### src/rtl/display_bcd_mux.sv
// rtl/display_bcd_mux.sv - latch a binary result, convert it to BCD by shift-and-add-3,
// and scan it onto an N-digit active-low 7-segment display with leading-zero blanking.
module display_bcd_mux #(
  parameter int ANCHO_DATO      = 10,
  parameter int N_DIGITOS       = 4,
  parameter int CICLOS_REFRESCO = 50000
) (
  input  logic                  clk,
  input  logic                  rst,
  input  logic [ANCHO_DATO-1:0] valor,
  input  logic                  cargar,
  input  logic                  borrar,
  output logic                  ocupado,
  output logic [6:0]            seg,
  output logic [N_DIGITOS-1:0]  an
);

  localparam int BCD_W = 4 * N_DIGITOS;
  localparam int CNT_W = $clog2(ANCHO_DATO + 1);
  localparam int IDX_W = (N_DIGITOS > 1) ? $clog2(N_DIGITOS) : 1;
  localparam int REF_W = $clog2(CICLOS_REFRESCO);

  function automatic logic [63:0] pow10(input int n);
    logic [63:0] p;
    p = 64'd1;
    for (int k = 0; k < n; k++) p = p * 64'd10;
    return p;
  endfunction

  localparam logic [63:0]          MAX_VAL  = pow10(N_DIGITOS) - 64'd1;
  localparam logic [N_DIGITOS-1:0] AN_RESET = ~(N_DIGITOS'(1));
  localparam logic [6:0]           SEG_OFF  = 7'b1111111;
  localparam logic [6:0]           SEG_DASH = 7'b0111111;

  typedef enum logic [1:0] {REPOSO, CONVIERTE, ACTUALIZA} estado_t;

  estado_t                estado_q, estado_d;
  logic [ANCHO_DATO-1:0]  bin_q, bin_d;
  logic [BCD_W-1:0]       bcd_q, bcd_d, bcd_adj;
  logic [CNT_W-1:0]       cnt_q, cnt_d;
  logic                   ovf_q, ovf_d;
  logic [BCD_W-1:0]       disp_q, disp_d;
  logic                   disp_ovf_q, disp_ovf_d;
  logic                   disp_blank_q, disp_blank_d;
  logic [REF_W-1:0]       ref_q, ref_d;
  logic [IDX_W-1:0]       idx_q, idx_d;
  logic [N_DIGITOS-1:0]   an_q, an_d;
  logic [6:0]             seg_q, seg_d;
  logic [63:0]            valor_ext;
  logic [N_DIGITOS-1:0]   visible;
  logic [3:0]             digito;
  logic                   visto;

  assign valor_ext = 64'(valor);

  always_comb begin
    bcd_adj = bcd_q;
    for (int i = 0; i < N_DIGITOS; i++) begin
      if (bcd_q[4*i +: 4] >= 4'd5) bcd_adj[4*i +: 4] = bcd_q[4*i +: 4] + 4'd3;
    end
  end

  always_comb begin
    estado_d     = estado_q;
    bin_d        = bin_q;
    bcd_d        = bcd_q;
    cnt_d        = cnt_q;
    ovf_d        = ovf_q;
    disp_d       = disp_q;
    disp_ovf_d   = disp_ovf_q;
    disp_blank_d = disp_blank_q;
    case (estado_q)
      REPOSO: begin
        if (cargar) begin
          bin_d    = valor;
          bcd_d    = '0;
          cnt_d    = CNT_W'(ANCHO_DATO);
          ovf_d    = valor_ext > MAX_VAL;
          estado_d = CONVIERTE;
        end
      end
      CONVIERTE: begin
        {bcd_d, bin_d} = {bcd_adj, bin_q} << 1;
        cnt_d          = cnt_q - CNT_W'(1);
        if (cnt_q == CNT_W'(1)) estado_d = ACTUALIZA;
      end
      ACTUALIZA: begin
        disp_d       = bcd_q;
        disp_ovf_d   = ovf_q;
        disp_blank_d = 1'b0;
        estado_d     = REPOSO;
      end
      default: estado_d = REPOSO;
    endcase
    // borrar wins over everything, including a cargar in the same cycle
    if (borrar) begin
      estado_d     = REPOSO;
      disp_blank_d = 1'b1;
      disp_ovf_d   = 1'b0;
    end
  end

  always_comb begin
    ref_d = ref_q + REF_W'(1);
    idx_d = idx_q;
    if (ref_q == REF_W'(CICLOS_REFRESCO - 1)) begin
      ref_d = '0;
      idx_d = (idx_q == IDX_W'(N_DIGITOS - 1)) ? '0 : idx_q + IDX_W'(1);
    end
  end

  // A digit is visible if it or any more significant digit is non-zero; digit 0 always is.
  always_comb begin
    visto   = 1'b0;
    visible = '0;
    for (int i = N_DIGITOS - 1; i >= 0; i--) begin
      visto      = visto | (disp_q[4*i +: 4] != 4'd0) | (i == 0);
      visible[i] = visto;
    end
  end

  always_comb begin
    digito = disp_q[{idx_q, 2'b00} +: 4];
    an_d   = ~(N_DIGITOS'(1) << idx_q);
    seg_d  = SEG_OFF;
    if (disp_blank_q) begin
      seg_d = SEG_OFF;
    end else if (disp_ovf_q) begin
      seg_d = SEG_DASH;
    end else if (visible[idx_q]) begin
      case (digito)
        4'd0:    seg_d = 7'b1000000;
        4'd1:    seg_d = 7'b1111001;
        4'd2:    seg_d = 7'b0100100;
        4'd3:    seg_d = 7'b0110000;
        4'd4:    seg_d = 7'b0011001;
        4'd5:    seg_d = 7'b0010010;
        4'd6:    seg_d = 7'b0000010;
        4'd7:    seg_d = 7'b1111000;
        4'd8:    seg_d = 7'b0000000;
        4'd9:    seg_d = 7'b0010000;
        default: seg_d = SEG_OFF;
      endcase
    end
  end

  always_ff @(posedge clk or negedge rst) begin
    if (!rst) begin
      estado_q     <= REPOSO;
      bin_q        <= '0;
      bcd_q        <= '0;
      cnt_q        <= '0;
      ovf_q        <= 1'b0;
      disp_q       <= '0;
      disp_ovf_q   <= 1'b0;
      disp_blank_q <= 1'b1;
      ref_q        <= '0;
      idx_q        <= '0;
      an_q         <= AN_RESET;
      seg_q        <= SEG_OFF;
    end else begin
      estado_q     <= estado_d;
      bin_q        <= bin_d;
      bcd_q        <= bcd_d;
      cnt_q        <= cnt_d;
      ovf_q        <= ovf_d;
      disp_q       <= disp_d;
      disp_ovf_q   <= disp_ovf_d;
      disp_blank_q <= disp_blank_d;
      ref_q        <= ref_d;
      idx_q        <= idx_d;
      an_q         <= an_d;
      seg_q        <= seg_d;
    end
  end

  assign ocupado = (estado_q != REPOSO);
  assign seg     = seg_q;
  assign an      = an_q;

endmodule
### config.mk
export PLATFORM = sky130hd
export DESIGN_NAME = display_bcd_mux
export DESIGN_NICKNAME = d
export VERILOG_FILES = /design/src/rtl/display_bcd_mux.sv
export SDC_FILE = /design/constraint.sdc
export NUM_CORES = 1
export LEC_CHECK = 0
export CORE_ASPECT_RATIO = 1.5
export CORE_MARGIN = 5
export CORE_UTILIZATION = 55
export DETAILED_ROUTE_END_ITERATION = 10
export GPL_ROUTABILITY_DRIVEN = 0
export PLACE_DENSITY_LB_ADDON = 0.05
export SLEW_MARGIN = 20
export SYNTH_ARGS = -nofsm -noshare
export SYNTH_HDL_FRONTEND = slang
export SYNTH_SLANG_ARGS = --single-unit
### constraint.sdc
create_clock -name clk -period 2.35 [get_ports clk]
set_input_delay 0.47 -clock clk [delete_from_list [all_inputs] [get_ports clk]]
set_output_delay 0.47 -clock clk [all_outputs]
set_load 0.01 [all_outputs]
==> impl_metrics.yaml <==
run_status:
  outcome: "complete, no violations"
timing:
  finClkSkew_ns: 0.00634
  hold_violations: 0
  finalSetupViolCount: 0
  worstMarginPinSlew_ns: 0.758
  finalMaxSlewViolations: 0
  slew_headroom_pct: 49.3
  setup_ws_ns: 0.385
  max_freq_ghz: 0.509
  post-route-period-util_pct: 83.6
  grt_setup_unrepaired: "false"
  tns_ns: 0
  min_period_ns: 1.96
grt:
  gr-usage-all-layers_pct: 17.6
  grt_max_degree: 50
  antenna_found_initial: 0
  grt_overflow_total: 0
  grt_pass1_wl_um: 12300
  grt_pass1_vias: 2637
yosys:
  synthMuxAreaShare_pct: 8.94
  synthAdderAreaFrac_pct: 6.48
  synth_edf_count: 0
  synth_top_family_by_area: "simple AND/OR/NAND/NOR gates"
  synth-xor-area-share_pct: 4.08
  synth_seq_cells: 78
  yosys_warnings: 0
  synth_nets: 395
  synth_simple_gate_area_share_pct: 15.3
  ys_seq_area_share_pct: 50.9
  yosys_most_used_dff: "dfrtp_1"
  synth.distinct_cells: 45
  syn_inst: 361
  synth_area_sq_mm: 0.00386
  synth.avg_cell_area_sq_um: 10.7
  synth_compound_area_share_pct: 10.3
  async_reset_ff_share_pct: 100
drt:
  ant_nets: 0
  dr.first_iter.drc_count: 101
  dr.pass1.iters: 4
  viasPerCell: 5.57
  wl_per_cell_um: 14.6
  drt-total-wl_um: 6920
  post-route-drc-count: 0
  via_count: 2634
setup_path:
  r2r_slack_ns: 0.40
  cp-startpoint: "estado_q[1]$_DFFE_PN0P_"
  crit_buf_inv: 1
  required_ns: 1.88
  critPathArrivalTime_ns: 1.49
  crit_path_end_kind: "output pin"
  crit_chain: "or2_2 > clkdlybuf4s50_1"
  crit_fanout: 2
  r2r_start: "idx_q[0]$_DFFE_PN0N_"
  cp_slowest_cell: "clkdlybuf4s50_1"
  cpLargestDelayFamily: "buffers and inverters"
  r2r_end: "seg[3]$_DFF_PN1_"
  worst-setup-path-type: "register to output pin"
  cp_slowest_stage_delay_ns: 0.48
  rr_worst_depth: 5
  start_kind: "register"
clocking:
  cts_tree: "built"
  clk_pin_slew_worst_paths_ns: 0.07
  clk_path_buf_depth: 2
  clockRootBuffer: "clkbuf_8"
  cts-buffers-inserted: 9
  clkLatencyLatePin_ns: 0.35
  htreeDepth: 3
  post_cts_buffers: 0
  cts.sinks: 78
  ctsResizeCount: 0
  cts-hold-fix-buffers: 0
power_and_ir_drop:
  leakage_nw: 1.97
  vdd_drop_max_mv: 0.338
  switching_share_pct: 22.5
  combinationalPowerShare_pct: 8.9
  finalPower_mw: 2.91
  clockPowerShare_pct: 40.9
  p_per_area_mw_per_mm2: 653
  internal_power_mw: 2.25
  seqPwrFrac_pct: 50.1
  p_sw_mw: 0.656
die:
  core_sq_mm: 0.00685
  fp.dieArea_sq_mm: 0.00883
  die_height_um: 113
  num_rows: 37
  die_x_um: 78.4
  io_pins: 26
  initial_core_util_pct: 56.4
cells_and_area:
  final_area_sq_mm: 0.00445
  fin_nets: 425
  diodes: 0
  drive_above_1_share_pct: 15.7
  synthToLayoutAreaGrowth_pct: 15.3
worst_hold_path:
  min_path_type: "primary input to async pin"
placement:
  pre_cts_ws_ns: 0.423
  placed_cell_area_sq_mm: 0.00422
  dp_hpwl_um: 4900
  portBuffers: 25
job:
  drv_cap: 0
stage by stage:
step	util, %	hold slack [ns]	std cells
after floorplan	-	0.174	361
after global placement	61.5	0.430	458
after detailed placement	61.5	0.430	458
after CTS	65.0	0.0410	473
after global routing	65.0	0.0608	473
final	65.0	0.0466	473
cells by family (layout without fill, tap and decap cells):
logic type | after synthesis | in the layout
simple gates | 111 | 111
fa+ha+maj | 20 | 20
buf+inv | 38 | 72
xor+xnor | 18 | 18
compound gates | 69 | 69
mux | 27 | 27
flops | 78 | 78
synth_stat cells, types with 2 or more instances:
library cell / number / share of area (%)
dfrtp_1: 67 / 43
nand2_1: 34 / 3.3
o21ai_0: 33 / 4.3
inv_1: 24 / 2.3
ha_1: 20 / 6.5
mux2_2: 20 / 5.8
a21oi_1: 16 / 2.1
nor2_1: 16 / 1.6
nand3_1: 13 / 1.7
dfstp_2: 11 / 7.5
xor2_1: 11 / 2.5
nor3_1: 10 / 1.3
clkbuf_1: 9 / 0.87
nor3b_1: 9 / 1.7
nand2b_1: 7 / 1.1
xnor2_1: 7 / 1.6
a22o_1: 4 / 0.91
mux4_2: 4 / 2.3
nor2b_1: 4 / 0.65
o31ai_1: 4 / 0.78
buf_2: 3 / 0.39
mux2i_1: 3 / 0.78
nor4_1: 3 / 0.49
a22oi_1: 2 / 0.39
a311oi_1: 2 / 0.45
and3_1: 2 / 0.32
nand4_1: 2 / 0.32
o21ai_1: 2 / 0.26
o21bai_1: 2 / 0.39
or2_2: 2 / 0.32
flip-flops by register name, summed over array words and instances (netlist names):
signal,cells
disp_q,16
seg,7
an,4
estado_q,2
idx_q,2
cnt_q,4
ref_q,16
bin_q,10
bcd_q,16
disp_blank_q,1
power by group through the flow:
stage,logic (mW),registers [mW],clock network (mW)
2_1_floorplan,0.173,1.47,0
3_3_place_gp,0.256,1.48,0
3_5_place_dp,0.266,1.48,0
4_1_cts,0.267,1.46,1.22
5_1_grt,0.302,1.47,1.28
6_report,0.260,1.46,1.19
worst register-to-register path: stages (launching register included):
cell and delay, ns:
dfrtp_1 0.56, mux4_2 0.64, inv_1 0.15, ha_1 0.25, and3_1 0.14, o21ai_0 0.14
area by class of cell:
type,count,area (sq um)
multi-input combinational,245,1750
tap,78,97.6
clock inverter,4,95.1
clock buffer,11,141
inverter,25,93.8
timing repair buffer,32,313
sequential,78,1970
fill,548,2400
layer usage:
metal  wire [um]  global-route usage [%]
met1        2960                    20.9
met2        3600                    29.7
met3         211                    4.17
met4         144                    8.63
met5           0                       0
how the worst max path moves through the flow:
stage                            end  cells past startpoint  slack [ns]
floorplan           seg[3]$_DFF_PN1_                      6        0.56
global placement    seg[3]$_DFF_PN1_                      5        0.48
detailed placement  seg[3]$_DFF_PN1_                      5        0.42
CTS                          ocupado                      2        0.36
global route        seg[4]$_DFF_PN1_                      6        0.23
finish                       ocupado                      2        0.39
layout by cell type, fill, tap and decap left out, drive strengths merged, types with 3 or more instances in the layout:
cell type,netlist,routed
dfrtp,67,67
nand2,34,34
ha,20,20
nor3,10,10
mux2i,3,3
bufinv,0,3
a22o,4,4
o21ai,35,35
xor2,11,11
a21oi,16,16
nor2,16,16
clkdlybuf4s50,0,24
dfstp,11,11
mux4,4,4
inv,24,24
nor2b,4,4
xnor2,7,7
nor4,4,4
nand2b,7,7
o31ai,4,4
nand3,13,13
nor3b,9,9
clkbuf,9,11
mux2,20,20
buf,4,8
Note: power is estimated with default switching activity, not from simulation.
